## src/rtl/pmc_pkg.sv

```systemverilog
// Shared types and constants for the power management controller.
package pmc_pkg;

    typedef enum logic [1:0] {
        ST_ACTIVE  = 2'b00,
        ST_QUIESCE = 2'b01,
        ST_DOWN    = 2'b10,
        ST_WAKE    = 2'b11
    } pmc_state_t;

    localparam int DOM_RT      = 0;
    localparam int DOM_GP      = 1;
    localparam int DOM_PERIPH  = 2;
    localparam int NUM_DOMAINS = 3;

    // One counter serves all three timed states, so it must hold the largest limit.
    function automatic int unsigned pmc_cnt_width(input int unsigned a, input int unsigned b,
                                                  input int unsigned c);
        int unsigned m;
        m = a;
        if (b > m) m = b;
        if (c > m) m = c;
        return $clog2(m + 1);
    endfunction

endpackage

```

## src/rtl/pmc_domain_fsm.sv

```systemverilog
// One power domain: quiesce handshake, DOWN residency with pending wake, stable-clock wake timer.
//   state   | meaning
//   ACTIVE  | domain running, ready
//   QUIESCE | waiting for quiesce_ack, timeout armed
//   DOWN    | power_down asserted, residency counting
//   WAKE    | power_down released, counting stable clocks
module pmc_domain_fsm
    import pmc_pkg::*;
#(
    parameter int unsigned SETTLE_CYCLES   = 16,
    parameter int unsigned WAKE_CYCLES     = 32,
    parameter int unsigned QUIESCE_TIMEOUT = 1024
) (
    input  logic       clk_i,
    input  logic       rst_n_i,
    input  logic       clocks_stable_i,
    input  logic       sleep_req_i,
    input  logic       wake_event_i,
    input  logic       quiesce_ack_i,
    input  logic       sleep_allow_i,
    input  logic       force_wake_i,
    output pmc_state_t state_o,
    output logic       quiesce_req_o,
    output logic       power_down_o,
    output logic       leave_down_o,
    output logic       timeout_o
);

    localparam int unsigned CNT_W = pmc_cnt_width(SETTLE_CYCLES, WAKE_CYCLES, QUIESCE_TIMEOUT);

    pmc_state_t       state_q, state_d;
    logic [CNT_W-1:0] cnt_q, cnt_d;
    logic             pend_q, pend_d;
    logic [CNT_W-1:0] cnt_inc;
    logic [31:0]      cnt_elapsed;
    logic             wake_cond;
    logic             resid_done;

    // cnt_elapsed counts the current cycle too, so "N cycles in state" compares against N.
    assign cnt_inc     = (&cnt_q) ? cnt_q : cnt_q + 1'b1;
    assign cnt_elapsed = 32'(cnt_q) + 32'd1;
    assign wake_cond   = wake_event_i || !sleep_req_i;
    assign resid_done  = cnt_elapsed >= SETTLE_CYCLES;

    always_comb begin
        state_d   = state_q;
        cnt_d     = cnt_q;
        pend_d    = pend_q;
        timeout_o = 1'b0;
        case (state_q)
            ST_ACTIVE: begin
                if (sleep_req_i && clocks_stable_i && !wake_event_i && sleep_allow_i) begin
                    state_d = ST_QUIESCE;
                    cnt_d   = '0;
                end
            end
            ST_QUIESCE: begin
                if (wake_cond) begin
                    state_d = ST_ACTIVE;
                end else if (quiesce_ack_i) begin
                    state_d = ST_DOWN;
                    cnt_d   = '0;
                    pend_d  = 1'b0;
                end else if (cnt_elapsed >= QUIESCE_TIMEOUT) begin
                    state_d   = ST_ACTIVE;
                    timeout_o = 1'b1;
                end else begin
                    cnt_d = cnt_inc;
                end
            end
            ST_DOWN: begin
                if (force_wake_i || (resid_done && (pend_q || wake_cond))) begin
                    state_d = ST_WAKE;
                    cnt_d   = '0;
                    pend_d  = 1'b0;
                end else if (!resid_done) begin
                    cnt_d = cnt_inc;
                    if (wake_cond) pend_d = 1'b1;
                end
            end
            ST_WAKE: begin
                if (clocks_stable_i) begin
                    if (cnt_elapsed >= WAKE_CYCLES) begin
                        state_d = ST_ACTIVE;
                        cnt_d   = '0;
                    end else begin
                        cnt_d = cnt_inc;
                    end
                end
            end
            default: state_d = ST_ACTIVE;
        endcase
    end

    always_ff @(posedge clk_i or negedge rst_n_i) begin
        if (!rst_n_i) begin
            state_q <= ST_ACTIVE;
            cnt_q   <= '0;
            pend_q  <= 1'b0;
        end else begin
            state_q <= state_d;
            cnt_q   <= cnt_d;
            pend_q  <= pend_d;
        end
    end

    assign state_o       = state_q;
    assign quiesce_req_o = (state_q != ST_ACTIVE);
    assign power_down_o  = (state_q == ST_DOWN);
    assign leave_down_o  = (state_q == ST_DOWN) && (state_d != ST_DOWN);

endmodule

```

## src/rtl/power_management_controller.sv

```systemverilog
// Sleep/wake sequencer for RT, GP and peripheral domains with peripheral interlock and
// sticky quiesce-timeout flags.
module power_management_controller
    import pmc_pkg::*;
#(
    parameter int unsigned SETTLE_CYCLES   = 16,
    parameter int unsigned WAKE_CYCLES     = 32,
    parameter int unsigned QUIESCE_TIMEOUT = 1024
) (
    input  logic       clk_debug_10mhz,
    input  logic       rst_n_debug,
    input  logic       clocks_stable,
    input  logic [2:0] sleep_req,
    input  logic [2:0] wake_event,
    output logic [2:0] quiesce_req,
    input  logic [2:0] quiesce_ack,
    output logic       power_down_rt,
    output logic       power_down_gp,
    output logic       power_down_periph,
    output logic [5:0] domain_state,
    output logic [2:0] domain_ready,
    output logic [2:0] timeout_err,
    input  logic       err_clear
);

    pmc_state_t rt_state, gp_state, periph_state;
    logic       rt_leave, gp_leave, periph_leave_unused;
    logic       rt_tmo, gp_tmo, periph_tmo;
    logic       periph_allow, periph_force;
    logic [2:0] err_q, err_d;

    // Peripheral may only sleep behind both cores and is pulled up on the edge either core wakes.
    assign periph_allow = (rt_state == ST_DOWN) && (gp_state == ST_DOWN);
    assign periph_force = rt_leave || gp_leave;

    pmc_domain_fsm #(
        .SETTLE_CYCLES(SETTLE_CYCLES), .WAKE_CYCLES(WAKE_CYCLES), .QUIESCE_TIMEOUT(QUIESCE_TIMEOUT)
    ) u_rt (
        .clk_i(clk_debug_10mhz), .rst_n_i(rst_n_debug), .clocks_stable_i(clocks_stable),
        .sleep_req_i(sleep_req[DOM_RT]), .wake_event_i(wake_event[DOM_RT]),
        .quiesce_ack_i(quiesce_ack[DOM_RT]), .sleep_allow_i(1'b1), .force_wake_i(1'b0),
        .state_o(rt_state), .quiesce_req_o(quiesce_req[DOM_RT]), .power_down_o(power_down_rt),
        .leave_down_o(rt_leave), .timeout_o(rt_tmo)
    );

    pmc_domain_fsm #(
        .SETTLE_CYCLES(SETTLE_CYCLES), .WAKE_CYCLES(WAKE_CYCLES), .QUIESCE_TIMEOUT(QUIESCE_TIMEOUT)
    ) u_gp (
        .clk_i(clk_debug_10mhz), .rst_n_i(rst_n_debug), .clocks_stable_i(clocks_stable),
        .sleep_req_i(sleep_req[DOM_GP]), .wake_event_i(wake_event[DOM_GP]),
        .quiesce_ack_i(quiesce_ack[DOM_GP]), .sleep_allow_i(1'b1), .force_wake_i(1'b0),
        .state_o(gp_state), .quiesce_req_o(quiesce_req[DOM_GP]), .power_down_o(power_down_gp),
        .leave_down_o(gp_leave), .timeout_o(gp_tmo)
    );

    pmc_domain_fsm #(
        .SETTLE_CYCLES(SETTLE_CYCLES), .WAKE_CYCLES(WAKE_CYCLES), .QUIESCE_TIMEOUT(QUIESCE_TIMEOUT)
    ) u_periph (
        .clk_i(clk_debug_10mhz), .rst_n_i(rst_n_debug), .clocks_stable_i(clocks_stable),
        .sleep_req_i(sleep_req[DOM_PERIPH]), .wake_event_i(wake_event[DOM_PERIPH]),
        .quiesce_ack_i(quiesce_ack[DOM_PERIPH]), .sleep_allow_i(periph_allow),
        .force_wake_i(periph_force), .state_o(periph_state),
        .quiesce_req_o(quiesce_req[DOM_PERIPH]), .power_down_o(power_down_periph),
        .leave_down_o(periph_leave_unused), .timeout_o(periph_tmo)
    );

    // A timeout landing with err_clear keeps its bit set.
    assign err_d = (err_q & ~{3{err_clear}}) | {periph_tmo, gp_tmo, rt_tmo};

    always_ff @(posedge clk_debug_10mhz or negedge rst_n_debug) begin
        if (!rst_n_debug) err_q <= '0;
        else              err_q <= err_d;
    end

    assign timeout_err  = err_q;
    assign domain_state = {periph_state, gp_state, rt_state};
    assign domain_ready = {periph_state == ST_ACTIVE, gp_state == ST_ACTIVE, rt_state == ST_ACTIVE};

endmodule
```

## config.mk

```make
export PLATFORM = sky130hd
export DESIGN_NAME = power_management_controller
export DESIGN_NICKNAME = d
export VERILOG_FILES = /design/src/rtl/pmc_pkg.sv /design/src/rtl/pmc_domain_fsm.sv /design/src/rtl/power_management_controller.sv
export SDC_FILE = /design/constraint.sdc
export NUM_CORES = 1
export LEC_CHECK = 0
export ABC_AREA = 1
export ABC_CLOCK_PERIOD_IN_PS = 2100
export BUFFER_PORTS_ARGS = -buffer_cell sky130_fd_sc_hd__buf_2
export CORE_MARGIN = 2
export CORE_UTILIZATION = 30
export CTS_BUF_LIST = sky130_fd_sc_hd__clkbuf_8
export CTS_CLUSTER_SIZE = 8
export DETAILED_ROUTE_END_ITERATION = 8
export PLACE_DENSITY = 0.43
export REMOVE_ABC_BUFFERS = 1
export SETUP_SLACK_MARGIN = 0.02
export SLEW_MARGIN = 40
export SYNTH_ARGS = -nofsm -noshare
export SYNTH_HDL_FRONTEND = slang
export SYNTH_SLANG_ARGS = --single-unit
```

## constraint.sdc

```tcl
create_clock -name clk_debug_10mhz -period 2.1 [get_ports clk_debug_10mhz]
set_input_delay 0.315 -clock clk_debug_10mhz [delete_from_list [all_inputs] [get_ports clk_debug_10mhz]]
set_output_delay 0.315 -clock clk_debug_10mhz [all_outputs]
set_load 0.01 [all_outputs]
```

### Yosys cells after proc, flatten, opt, wreduce, memory -nomap -nowiden

Cells that the tools add are included.

| storage, ports and cells | value |
|---|---|
| word-level logic and storage cells | 193 |
| bits in registers | 45 |
| bits of input ports | 13 |

| cells by class | value |
|---|---|
| reduce and logical (&&, ||, !) cells | 46 |
| bitwise gates (word level) | 3 |
| magnitude comparators | 9 |
| $add $sub $neg | 6 |
| equal/unequal tests | 35 |
| mux-type cells | 84 |

Operator list:

| cell | count |
|---|---|
| two-way mux 11 bit | 27 |
| one-hot mux 11 bit (4 select lines) | 3 |
| >= comparator 32 x 11 -> 1 bit (second input constant) | 3 |
| >= comparator 32 x 5 -> 1 bit (second input constant) | 3 |
| >= comparator 32 x 6 -> 1 bit (second input constant) | 3 |
| two-way mux 2 bit | 21 |
| adder 11 x 1 -> 12 bit (second input constant) | 3 |
| AND reduction 5 bit | 7 |
| adder 11 x 1 -> 11 bit (second input constant) | 3 |
| AND reduction 11 bit | 3 |
| two-way mux 1 bit | 27 |
| one-hot mux 2 bit (4 select lines) | 3 |
| inequality test 2 bit (second input constant) | 11 |
| inequality test 3 bit (second input constant) | 6 |
| logical AND 1 bit | 13 |
| == test 2 bit (second input constant) | 6 |
| nonzero test 2 bit | 6 |
| inequality test 2 x 1 -> 1 bit (second input constant) | 5 |
| inequality test 3 x 1 -> 1 bit (second input constant) | 3 |
| logical OR 1 bit | 8 |
| == test 2 x 1 -> 1 bit (second input constant) | 3 |
| logical NOT 1 bit | 6 |
| logical NOT 2 bit | 3 |
| one-hot mux 1 bit (2 select lines) | 3 |
| other kinds (4) | 4 |

### Logic depth before layout (Yosys ltp)

| depth | value |
|---|---|
| depth after elaboration | 12 |
| mapped depth | 16 |

### Modules after synthesis

Synthesis repeated with hierarchy kept, for this count alone.

| second synthesis, totals | value |
|---|---|
| cells, all modules | 595 |
| area, all modules | 4051.4 sq um |

By module, submodules not included:

| module | times used | area each (sq um) | sequential area each (sq um) | cells an instance |
|---|---|---|---|---|
| pmc_domain_fsm at u_rt | 1 | 1367.6 | 350.3 | 194 |
| pmc_domain_fsm at u_periph | 1 | 1302.5 | 350.3 | 187 |
| pmc_domain_fsm at u_gp | 1 | 1224.9 | 350.3 | 190 |
| power_management_controller | 1 | 156.4 | 75.1 | 24 |

### Least setup slack after synthesis

OpenSTA, ideal clock, no wires.

| path | value |
|---|---|
| path type | flip-flop to flip-flop |
| start | register u_periph.cnt_q[0] |
| end | register u_periph.cnt_q[1] |
| stages on the path, launching flop included | 16 |
| buffers on the path | 1 |
| arrival time | 1.980 ns |
| library setup time | 0.118 ns |
| required time | 1.982 ns |
| path slack | 0.002 ns |
| path through | dfrtp_1 -> ha_1 -> inv_1 -> nor2_4 -> nand2_2 -> nor2_8 -> nand2_1 -> nand2_2 -> inv_1 -> nand2_1 -> nand2_1 -> a21oi_4 -> nand2_4 -> buf_6 -> nor2_2 -> nor2_1 |

| between the ends | value |
|---|---|
| cells in the longest elaborated chain, start to end | 6 |
| elaborated cells on any way between the ends | 20 |
| those cells by class | add/sub: 2; order compare: 3; eq/ne: 2; mux: 9; reduce/logical: 4 |

RTL lines:

| element | line | RTL |
|---|---|---|
| start: declaration | pmc_domain_fsm.sv:32 | `logic [CNT_W-1:0] cnt_q, cnt_d;` |
| start signal: assignment | pmc_domain_fsm.sv:102 | `cnt_q <= cnt_d;` |
| adder 11 x 1 -> 12 bit (tied with other cells) | pmc_domain_fsm.sv:41 | `assign cnt_elapsed = 32'(cnt_q) + 32'd1;` |
| >= comparator 32 x 5 -> 1 bit or two-way mux 11 bit (tied branches) | pmc_domain_fsm.sv:43, pmc_domain_fsm.sv:40 |  |
| logical AND 1 bit or two-way mux 11 bit (tied branches) | pmc_domain_fsm.sv:72, pmc_domain_fsm.sv:64 |  |
| logical OR 1 bit or two-way mux 11 bit (tied branches) | pmc_domain_fsm.sv:72, pmc_domain_fsm.sv:60 |  |
| inequality test 3 bit (no source line) (tied with other cells) | n/a |  |
| AND reduction 5 bit (no source line) or one-hot mux 11 bit (4 select lines) (tied branches) | n/a |  |

Several ways; a longest one is shown, not always the timed one. The select of a mux whose other input is x is not followed.
A chain may end at the register's enable or synchronous reset.

### Final worst setup path

| path | value |
|---|---|
| start | register u_rt.cnt_q[1] |
| end | register u_rt.cnt_q[7] |

| between the ends | value |
|---|---|
| cells in the longest elaborated chain, start to end | 6 |
| elaborated cells on any way between the ends | 19 |
| those cells by class | add/sub: 2; order compare: 3; eq/ne: 2; mux: 9; reduce/logical: 3 |

RTL lines:

| element | line |
|---|---|
| start: declaration | pmc_domain_fsm.sv:32 |
| start signal: assignment | pmc_domain_fsm.sv:102 |
| branches (longest 6 deep; another with >= comparator 32 x 6 -> 1 bit) | n/a |

Parallel ways; which one is timed is not known. The select of a mux whose other input is x is not followed.

==> impl_metrics.csv <==
group,metric,value,unit
floorplanning,io_pins,31,
floorplanning,die_area,12500,um^2
global_routing,grt_pass1_vias,3446,
pwr,leakage,2.37,nW
logic_synthesis,yosysWarningCount,0,
worst_setup_path,cp.arrival,2370,ps
sta,tightest_slew,482,ps
logic_synthesis,yosysMostFrequentCell,"nand2_1",
worst_setup_path,cp_common_cell,"nand2_2",
outcome,outcome,"finished, violations left",
pwr,power_frac_seq,0.264,
logic_synthesis,synth_area,3480,um^2
sta,setup_slack,-8.32,ps
logic_synthesis,ys.flop_type,"dfrtp_1",
cells_and_area,multi_input_area,2330,um^2
sta,period_share,1.00,
cts,numCtsBuffers,5,
pwr,power.density,1020,nW/um^2
floorplanning,core_area,11400,um^2
drt,antenna_left,0,
floorplanning,rows,39,
worst_setup_path,start_kind,"register",
worst_setup_path,cp_max_fo,8,
logic_synthesis,synth-edff-count,0,
worst_setup_path,path_delay_family,"simple AND/OR/NAND/NOR gates",
global_routing,overflow,0,
run,cap_violations,0,
sta,relSlewSlack,0.679,
pwr,p_int,2.61,mW
sta,grt_setup_unrepaired,"true",
drt,drc,0,
sta,finalSetupViolations,4,
logic_synthesis,async_flop_share,1.00,
cells_and_area,layout-drive-gt1-share,0.325,
pwr,power,4.83,mW
pwr,vdd_ir_drop_max,496,uV
worst_setup_path,max_stage_delay,400,ps
global_routing,grt_pass1_wl,16500,um
sta,timing.fmax,474,MHz
place,dp_hpwl,7430,um
logic_synthesis,ys_seq_area_frac,0.324,
sta,drv_slew,0,
logic_synthesis,synth_top_area_cell,"dfrtp_1",
place,place.port_buffers,30,
logic_synthesis,syn_inst,518,
floorplanning,die_h,112,um
cts,insertion_delay,330,ps
pwr,p_sw,2.22,mW
worst_setup_path,critPathBufInv,0,
cells_and_area,n_antenna_cell,0,
pwr,p_clk_frac,0.115,
global_routing,grt_max_degree,28,
worst_setup_path,cpMaxStageDelayCell,"dfrtp_1",
cells_and_area,final-seq-area,1130,um^2
worst_setup_path,critPathRequiredTime,2360,ps
logic_synthesis,synth_area_leaders,"dfrtp_1 32%, nand2_1 17%, inv_1 8.4%",
logic_synthesis,synth_cell_type_count,39,
cts,cts_tree,"yes",
cts,clockBufferDepth,2,
place,dp_slack,-65.0,ps
worst_setup_path,path_class,"register to register",
global_routing,antenna_found_initial,0,
drt,dr.pass1.iters,4,
cells_and_area,nNetsFinal,627,
pwr,switching_share,0.459,
drt,avgRoutedWirePerCell,12.9,um
sta,min_period,2110,ps
floorplanning,start_util,0.306,
floorplanning,die_x,112,um
cts,cts.sinks,45,
logic_synthesis,ys_top_cells_by_count,"153 x nand2_1, 78 x inv_1, 53 x nor2_1",
place,gp_congestion,0.843,
logic_synthesis,ys_ff_latch,45,
worst_setup_path,path_cells,"ha_4 > nand3_4 > nor2_4 > nand2_4 > nand2_2 > nand2_2 > nor2_4 > nand2_4 > nor3_4 > nand2_2 > nand3_4 > nand4_4 > o21ai_2",
drt,via_count,3543,
cts,clk_pin_slew,90,ps
drt,drtIter0Drc,139,
logic_synthesis,yosysTopAreaCellShare,0.324,
sta,finClkSkew,7.70,ps
logic_synthesis,syn_area_per_cell,6.71,um^2
global_routing,grt_usage,0.163,
outcome,violations,"negative setup slack",
worst_hold_path,hold_class,"primary input to register",
drt,routed_wl,9770,um
sta,setup_tns,-27.2,ps
sta,hold_viol_final,0,
worst_setup_path,end_kind,"register",
cts,cts.htree.levels,2,
cts,clockRootBuffer,"clkbuf_8",
cells_and_area,area.growth.synth_to_final,35.6,%
pwr,combPwrFrac,0.621,
drt,via_per_inst,4.69,
cells_and_area,nFillCells,1225,
worst register-to-register path, cell delays in order, from the launching register on:
cell     delay, ps
dfrtp_1        400
ha_4           170
nand3_4         90
nor2_4         160
nand2_4         90
nand2_2         60
nand2_2         70
nor2_4         140
nand2_4         70
nor3_4         190
nand2_2        110
nand3_4         90
nand4_4        200
o21ai_2        180
final timing paths:
kind | depth (start not counted) | slack, ps | to | start
worst max register to register | 13 | -8 | u_rt.cnt_q[7] | u_rt.cnt_q[1]
worst min-delay path | 2 | 210 | timeout_err[1] | quiesce_ack[1]
min in group asynchronous | 2 | 470 | u_rt.cnt_q[2] | rst_n_debug
worst max-delay path | 13 | -8 | u_rt.cnt_q[7] | u_rt.cnt_q[1]
max in group asynchronous | 3 | 1080 | u_periph.cnt_q[5] | rst_n_debug
worst min register to register | 2 | 500 | u_gp.pend_q | u_gp.pend_q
metal layers:
| metal | share of wire | routed length (um) | vias to the layer above | GRT usage |
|---|---|---|---|---|
| met1 | 0.47 | 4540 | 1660 | 0.207 |
| met2 | 0.50 | 4870 | 34 | 0.281 |
| met5 | 0 | 0 | - | 0 |
| met4 | 0.011 | 110 | 0 | 0.0395 |
| li1 | - | - | 1841 | - |
| met3 | 0.025 | 240 | 8 | 0.0348 |
cell type report:
class / count / share of cell area
timing repair buffer: 91 / 0.144
sequential: 45 / 0.240
tap: 143 / 0.0380
clock inverter: 3 / 0.00239
multi-input combinational: 387 / 0.494
clock buffer: 5 / 0.0146
inverter: 81 / 0.0671
power by group through the flow:
stage / combinational, mW / sequential (mW) / clock, mW
global placement: 2.51 / 1.26 / 0
detailed placement: 2.52 / 1.26 / 0
finish: 3.00 / 1.28 / 0.555
CTS: 2.68 / 1.27 / 0.580
global route: 3.33 / 1.31 / 0.615
floorplan: 1.42 / 1.27 / 0
sequential cells by signal, indices dropped and copies added (netlist names), named ones only:
signal            flops
u_periph.cnt_q       11
u_gp.pend_q           1
u_rt.pend_q           1
u_periph.state_o      1
u_gp.cnt_q           11
u_periph.pend_q       1
u_rt.state_o          2
u_rt.cnt_q           11
timeout_err           3
u_gp.state_o          2
through the flow:
stage / cells / hold WS, ps / cell area, um^2 / util
after floorplan: 512 / 19.4 / 3430 / -
after global placement: 738 / 310 / 4190 / 0.369
after detailed placement: 738 / 310 / 4190 / 0.369
after CTS: 749 / 197 / 4420 / 0.389
after global routing: 755 / 198 / 4710 / 0.415
final: 755 / 211 / 4710 / 0.415
cells in the final DEF (no fill, tap or decap), drive strengths merged, types with 3 or more instances in the layout:
| cell | synthesis | final |
|---|---|---|
| nand2 | 161 | 162 |
| buf | 6 | 90 |
| inv | 81 | 84 |
| nor2 | 67 | 67 |
| nand3 | 56 | 56 |
| dfrtp | 45 | 45 |
| o21ai | 28 | 28 |
| nor3 | 16 | 16 |
| a21oi | 15 | 15 |
| nand4 | 8 | 8 |
| xnor2 | 5 | 5 |
| clkbuf | 0 | 5 |
| xor2 | 5 | 5 |
| o211ai | 4 | 4 |
| o21bai | 3 | 3 |
| ha | 3 | 3 |
kinds of logic after synthesis:
family | Yosys count | synth area share
adders and majority gates | 3 | 0.0108
buffers and inverters | 87 | 0.102
AOI/OAI and AO/OA | 60 | 0.109
muxes | 1 | 0.00288
xor gates and xnor gates | 10 | 0.0252
and+or+nand+nor | 312 | 0.427
DFF | 45 | 0.324
timing repair:
item,in CTS,in global routing
hold buffers,1,0
gates cloned,1,0
endpoints found under the hold margin,18,0
setup endpoints to repair,27,39
setup buffers,1,7
pin swaps,19,29
gates resized for setup,33,71
No activity file was read; power rests on OpenSTA's default activity.
